### src/rtl/systolic_ctrl.sv
// Job sequencer for an N x N weight-stationary systolic array: weight preload,
// skewed switch/valid generation at the west edge and result tagging at the south edge.
module systolic_ctrl #(
  parameter int N  = 2,
  parameter int CW = 8,
  localparam int RW = (N > 1) ? $clog2(N) : 1,
  localparam int TW = CW + $clog2(N) + 1
) (
  input  logic            clk,
  input  logic            rst,
  input  logic            start,
  input  logic [CW-1:0]   num_vecs,
  output logic            busy,
  output logic            done,
  output logic            w_rd_en,
  output logic [RW-1:0]   w_rd_row,
  output logic [N-1:0]    accept_w,
  output logic [N-1:0]    switch_row,
  output logic [N-1:0]    valid_row,
  output logic [N*CW-1:0] in_idx,
  output logic [N-1:0]    out_valid,
  output logic [N*CW-1:0] out_idx
);

  typedef enum logic [1:0] {IDLE, LOAD_W, STREAM, DONE} state_t;

  state_t        state;
  logic [TW-1:0] cnt;
  logic [CW-1:0] m_lat;
  logic [TW-1:0] m_ext;
  logic [TW-1:0] last_t;
  logic          stream;

  assign m_ext  = TW'(m_lat);
  // Last stream cycle is the final psum leaving the east-most column.
  assign last_t = TW'(2 * N - 2) + m_ext;

  always_ff @(posedge clk or posedge rst) begin
    if (rst) begin
      state <= IDLE;
      cnt   <= '0;
      m_lat <= '0;
    end else begin
      case (state)
        IDLE: begin
          cnt <= '0;
          if (start) begin
            m_lat <= num_vecs;
            state <= (num_vecs == '0) ? DONE : LOAD_W;
          end
        end
        LOAD_W: begin
          if (cnt == TW'(N - 1)) begin
            cnt   <= '0;
            state <= STREAM;
          end else begin
            cnt <= cnt + TW'(1);
          end
        end
        STREAM: begin
          if (cnt == last_t) begin
            cnt   <= '0;
            state <= DONE;
          end else begin
            cnt <= cnt + TW'(1);
          end
        end
        DONE:    state <= IDLE;
        default: state <= IDLE;
      endcase
    end
  end

  assign busy     = (state == LOAD_W) || (state == STREAM);
  assign done     = (state == DONE);
  assign w_rd_en  = (state == LOAD_W);
  assign accept_w = {N{w_rd_en}};
  // Bottom tile row goes in first so it ends up in the last PE row.
  assign w_rd_row = w_rd_en ? RW'(TW'(N - 1) - cnt) : '0;
  assign stream   = (state == STREAM);

  for (genvar gi = 0; gi < N; gi++) begin : g_lane
    localparam logic [TW-1:0] OFS_IN  = TW'(gi);
    localparam logic [TW-1:0] OFS_OUT = TW'(N + gi);

    logic [TW-1:0] rel_in;
    logic [TW-1:0] rel_out;
    logic          v_in;
    logic          v_out;

    assign rel_in  = cnt - OFS_IN;
    assign rel_out = cnt - OFS_OUT;
    assign v_in    = stream && (cnt >= OFS_IN) && (rel_in < m_ext);
    // Column gi output trails row entry by N psum hops plus gi east hops.
    assign v_out   = stream && (cnt >= OFS_OUT) && (rel_out < m_ext);

    assign switch_row[gi]        = stream && (cnt == OFS_IN);
    assign valid_row[gi]         = v_in;
    assign in_idx[gi*CW +: CW]   = v_in ? rel_in[CW-1:0] : '0;
    assign out_valid[gi]         = v_out;
    assign out_idx[gi*CW +: CW]  = v_out ? rel_out[CW-1:0] : '0;
  end

endmodule

### config.mk
export PLATFORM = sky130hd
export DESIGN_NAME = systolic_ctrl
export DESIGN_NICKNAME = d
export VERILOG_FILES = /design/src/rtl/systolic_ctrl.sv
export SDC_FILE = /design/constraint.sdc
export NUM_CORES = 1
export LEC_CHECK = 0
export CAP_MARGIN = 40
export CORE_ASPECT_RATIO = 0.75
export CORE_MARGIN = 8
export CORE_UTILIZATION = 50
export DETAILED_ROUTE_END_ITERATION = 10
export MAX_ROUTING_LAYER = met4
export PLACE_DENSITY = 0.9
export SKIP_LAST_GASP = 1
export SLEW_MARGIN = 40
export SYNTH_ARGS = -nofsm -noshare
export SYNTH_HDL_FRONTEND = slang
export SYNTH_SLANG_ARGS = --single-unit
### constraint.sdc
create_clock -name clk -period 4.5 [get_ports clk]
set_input_delay 0.45 -clock clk [delete_from_list [all_inputs] [get_ports clk]]
set_output_delay 0.45 -clock clk [all_outputs]
set_load 0.03 [all_outputs]
---- Word-level counts from Yosys, hierarchy flattened ----
Index checks and enable logic that the tools add are counted.
W data, S select, Z words.
cells by class
  add/subtract/negate cells ............... 6
  $lt $le $gt $ge ......................... 8
  eq/ne operators ......................... 8
  mux-type cells .......................... 13
  reduce and logical (&&, ||, !) cells .... 17
operators by type and width
  kind                     number
  $lt A10 B8 Y1            4
  $mux W8                  4
  $pmux W10 S3             1
  $ge A10 B1 Y1 const B    2
  $ge A10 B2 Y1 const B    2
  $mux W10                 2
  $sub A10 B2 Y10 const B  2
  $add A10 B1 Y10 const B  1
  $eq A10 B1 Y1 const B    1
  $eq A10 B9 Y1            1
  $logic_and A1 B1 Y1      10
  $logic_not A10 Y1        1
  $sub A10 B1 Y10 const B  1
  $add A2 B8 Y9 const A    1
  $logic_not A8 Y1         1
  $mux W2                  4
  $pmux W2 S4              1
  $eq A2 B2 Y1 const B     2
  $ne A2 B1 Y1 const B     2
  $reduce_and A3 Y1        1
  $reduce_bool A3 Y1       1
  $eq A2 B1 Y1 const B     1
  $logic_not A2 Y1         1
  $ne A2 B2 Y1 const B     1
  other kinds (4)          4
word-level totals
  register bits after elaboration ......... 20
  input port bits ......................... 11
  output and inout bits ................... 44

---- Longest topological paths before layout ----
  depth after elaboration ................. 4
  depth in mapped cells ................... 14

---- Worst setup path after synthesis ----
OpenSTA, ideal clock, no wires.
  path kind ............................... register to output
  start point ............................. register cnt[0]
  end point ............................... output in_idx[8]
  arrival time ............................ 3183 ps
  required time ........................... 4050 ps
  slack ................................... 867 ps
  cell stages (with the launch flop) ...... 14
  cells stage by stage .................... dfrtp_1 clkbuf_1 inv_1 ha_1 inv_1 ha_1 nor2b_1 o21a_1 o21a_1 o211ai_1 a31oi_1 or4b_1 buf_2 nor2_1
between the ends
  cells in the longest elaborated chain, start to end .. 4
  elaborated cells between the ends (all ways) .. 6
  those cells by class .................... add/sub (1); order compare (2); mux (1); reduce/logical (2)
ends and longest elaborated chain
  item                                                         line    text
  start, declared                                              28      logic [TW-1:0] cnt;
  start signal, assigned                                       57      cnt <= cnt + TW'(1);
  start signal, assigned                                       65      cnt <= cnt + TW'(1);
  $sub A10 B1 Y10 / $ge A10 B1 Y1 (equally long branches)      91, 93
  $lt A10 B8 Y1 / $logic_and A1 B1 Y1 (equally long branches)  93      assign v_in = stream && (cnt >= OFS_IN) && (rel_in < m_ext);
  $logic_and A1 B1 Y1                                          93
  $mux W8 (*)                                                  99      assign in_idx[gi*CW +: CW] = v_in ? rel_in[CW-1:0] : '0;
  end, declared                                                20      output logic [N*CW-1:0] in_idx,
Mark *: on every way between the ends. The rest lies on a longest branch, timed or not.

---- Worst setup path in the final report ----
  start point ............................. register cnt[1]
  end point ............................... output in_idx[13]
Same word-level chain as after synthesis.

==> results.sh <==
export IMPL_fillers=460
export IMPL_io_pins=55
export IMPL_root_buffer="clkbuf_8"
export IMPL_crit_buf_inv=2
export IMPL_grt_use_total=0.199
export IMPL_synth_cell_types=54
export IMPL_htreeDepth=1
export IMPL_grt_pass1_wl_um=12600
export IMPL_crit_start="cnt[1]$_DFFE_PP0P_"
export IMPL_setup_viol=0
export IMPL_synth_mux_area_frac=0.0440
export IMPL_cpMaxStageDelayCell="clkdlybuf4s50_1"
export IMPL_num_nets_final=437
export IMPL_postLayoutCoreUtil=0.643
export IMPL_hold_viol=0
export IMPL_ys_flop_type="dfrtp_1"
export IMPL_fin_crit_ns=4.24
export IMPL_clock_sinks=20
export IMPL_yosys_area_share_simple=0.250
export IMPL_crit_family="simple AND/OR/NAND/NOR gates"
export IMPL_status="finished, final reports clean"
export IMPL_crit_required_ns=4.05
export IMPL_synth_top_family_by_area="simple AND/OR/NAND/NOR gates"
export IMPL_syn_nets=393
export IMPL_drive_above_1_share=0.103
export IMPL_hold_buffers=0
export IMPL_power_leakage_nw=1.55
export IMPL_fin_cells=455
export IMPL_timing_rr_start="m_lat[2]$_DFFE_PP0P_"
export IMPL_synth_edff_count=0
export IMPL_area_growth_syn_to_layout_pct=23.4
export IMPL_clk_pin_slew_worst_paths_ns=0.08
export IMPL_antenna_cells=0
export IMPL_worst_skew_pair_late_latency_ns=0.27
export IMPL_synth_adder_area_share=0.202
export IMPL_synthXorXnorAreaFrac=0.0817
export IMPL_first_iter_violations=158
export IMPL_dieArea_um2=8250
export IMPL_globalRouteOverflowTotal=0
export IMPL_cts_buffers=3
export IMPL_clockBufferDepth=2
export IMPL_rows=23
export IMPL_die_y_um=80.7
export IMPL_critical_path_peak_fanout=9
export IMPL_antenna_left=0
export IMPL_die_x_um=102
export IMPL_start_util=0.521
export IMPL_core_um2=5350
export IMPL_async_flop_share=1.00
export IMPL_tritoncts="built"
export IMPL_maxCapViolCount=0
export IMPL_p_per_area_nw_per_um2=557
export IMPL_synth_warning_count=0
export IMPL_worst_pin_slew_ns=0.668
export IMPL_cp_num_cells=12
export IMPL_hold_path_class="input pin to asynchronous set/reset pin"
export IMPL_port_buffers=54
export IMPL_hpwl_um=6330
export IMPL_syn_instance_count=337
export IMPL_gp_congestion=0.971
export IMPL_relSlewSlack=0.555
export IMPL_reg2reg_depth=8
export IMPL_wl_per_cell_um=17.3
export IMPL_slew_viol_final=0
export IMPL_drt_pass1_iter_count=4
export IMPL_critPathMaxStageDelay_ns=0.69
export IMPL_r2r_end="cnt[0]$_DFFE_PP0P_"
export IMPL_critPathLaunchType="register"
export IMPL_dp_cells=450
export IMPL_drc=0
export IMPL_vdd_ir_drop_worst_v=0.000244
export IMPL_first_global_vias=2482
export IMPL_syn_area_um2=2790
export IMPL_r2r_slack_ns=1.96
export IMPL_arrival_ns=3.79
export IMPL_ys_ff_latch=20
export IMPL_antenna_found_initial=0
export IMPL_holdWs_ns=0.386
export IMPL_finalWirelength_um=7880
export IMPL_fin_crit_sh=0.941
export IMPL_cp_endpoint="in_idx[13]"
export IMPL_crit_chain="inv_1 > ha_1 > nor3b_2 > nand3b_1 > nor2_1 > xor2_1 > ha_1 > o21ai_0 > a31oi_1 > or4b_4 > a21oi_2 > clkdlybuf4s50_1"
export IMPL_avgViaCountPerCell=5.63
export IMPL_postSynthAreaPerCell_um2=8.27
export IMPL_synth_compound_area_frac=0.166
export IMPL_vias=2561
export IMPL_grt_max_degree=21
export IMPL_fmax_mhz=236
export IMPL_crit_type="register to output port"
export IMPL_yosysSeqAreaShare=0.180
export IMPL_critPathCaptureType="output port"
export IMPL_fin_skew_ns=0.00178
export IMPL_cp_common_cell="ha_1"
-- how the worst min path moves through the flow --
| stage | depth (start not counted) | slack, ns | start | to |
|---|---|---|---|---|
| 2_1_floorplan | 1 | 0.41 | rst | cnt[0]$_DFFE_PP0P_ |
| 3_3_place_gp | 1 | 0.54 | m_lat[7]$_DFFE_PP0P_ | m_lat[7]$_DFFE_PP0P_ |
| 3_5_place_dp | 1 | 0.55 | m_lat[7]$_DFFE_PP0P_ | m_lat[7]$_DFFE_PP0P_ |
| 4_1_cts | 1 | 0.56 | m_lat[7]$_DFFE_PP0P_ | m_lat[7]$_DFFE_PP0P_ |
| 5_1_grt | 2 | 0.41 | rst | m_lat[1]$_DFFE_PP0P_ |
| 6_report | 2 | 0.39 | rst | m_lat[1]$_DFFE_PP0P_ |
-- metal layers --
| metal | track usage | vias up | wire [um] |
|---|---|---|---|
| met4 | 0.0540 | 0 | 87 |
| met1 | 0.239 | 1217 | 3500 |
| met5 | - | - | 0 |
| met3 | 0.0311 | 9 | 545 |
| met2 | 0.336 | 92 | 3750 |
| li1 | - | 1243 | - |
-- cells in the mapped netlist (7+ instances only) --
master	number	area share
nor2_1	22	0.030
inv_1	25	0.034
a21oi_1	11	0.020
nand3_1	12	0.022
dfrtp_1	20	0.18
nor2b_1	17	0.038
nand2_1	25	0.034
clkbuf_1	7	0.0094
and2_1	8	0.018
a21o_1	9	0.024
mux2_2	10	0.040
buf_2	9	0.016
xor2_1	13	0.041
o21a_1	8	0.022
ha_1	45	0.20
xnor2_1	13	0.041
-- power by group --
| part | leakage [nW] | total (mW) | switching, mW | internal [mW] |
|---|---|---|---|---|
| sequential | 0.257 | 0.312 | 0.0782 | 0.234 |
| clock | 0.0357 | 0.185 | 0.0662 | 0.119 |
| combinational | 1.25 | 1.42 | 0.802 | 0.617 |
-- final cells by class --
| type | count | area [um^2] | area share |
|---|---|---|---|
| sequential | 20 | 500 | 0.145 |
| clock inverter | 1 | 30.0 | 0.00873 |
| clock buffer | 3 | 41.3 | 0.0120 |
| tap | 75 | 93.8 | 0.0273 |
| inverter | 26 | 97.6 | 0.0284 |
| timing repair buffer | 61 | 601 | 0.175 |
| multi-input combinational | 269 | 2080 | 0.604 |
-- sequential cells by signal, indices dropped and copies added (netlist names) --
signal and count:
cnt 10, m_lat 8, state 2
-- stage by stage --
stage | setup TNS (ns) | setup WS (ns) | cell area [um^2] | total power [mW]
floorplan | 0 | 0.867 | 2790 | 1.34
global placement | 0 | 0.525 | 3350 | 1.66
detailed placement | 0 | 0.386 | 3350 | 1.71
CTS | 0 | 0.100 | 3420 | 1.90
global route | -0.00576 | -0.00355 | 3440 | 2.08
finish | 0 | 0.263 | 3440 | 1.92
-- cell usage in the layout (no fill, tap or decap), types with 4 or more instances in the layout --
cell	instances
xnor2_1	13
nor4_1	4
o21a_1	8
and2_1	8
or3_1	5
dfrtp_1	20
a21o_1	9
nor3_1	6
xor2_1	13
o21bai_1	5
a21oi_1	11
nand3_1	12
clkdlybuf4s50_1	54
inv_1	24
o21ai_0	6
nor2_1	22
buf_4	6
mux2_2	10
nor2b_1	17
nor2b_2	5
nand4_1	4
nand2_1	25
ha_1	45
-- worst register-to-register path, stage by stage, from the launching register on --
cell	delay [ns]
dfrtp_1	0.49
ha_1	0.40
xor2_1	0.19
a32oi_1	0.07
o31ai_1	0.33
o32ai_2	0.16
a31oi_4	0.37
nor2_2	0.12
mux2_2	0.29
-- logic make-up after synthesis --
| family | count (synthesis) |
|---|---|
| xor gates and xnor gates | 26 |
| buffers and inverters | 48 |
| AOI/OAI and AO/OA | 62 |
| DFF | 20 |
| and+or+nand+nor | 125 |
| muxes | 11 |
| adders and majority gates | 45 |
-- timing repair --
action | CTS | global route
setup endpoints to repair | 0 | 9
buffers inserted | 0 | 0
resized for setup | 0 | 1
No activity file was read; power rests on OpenSTA's default activity.
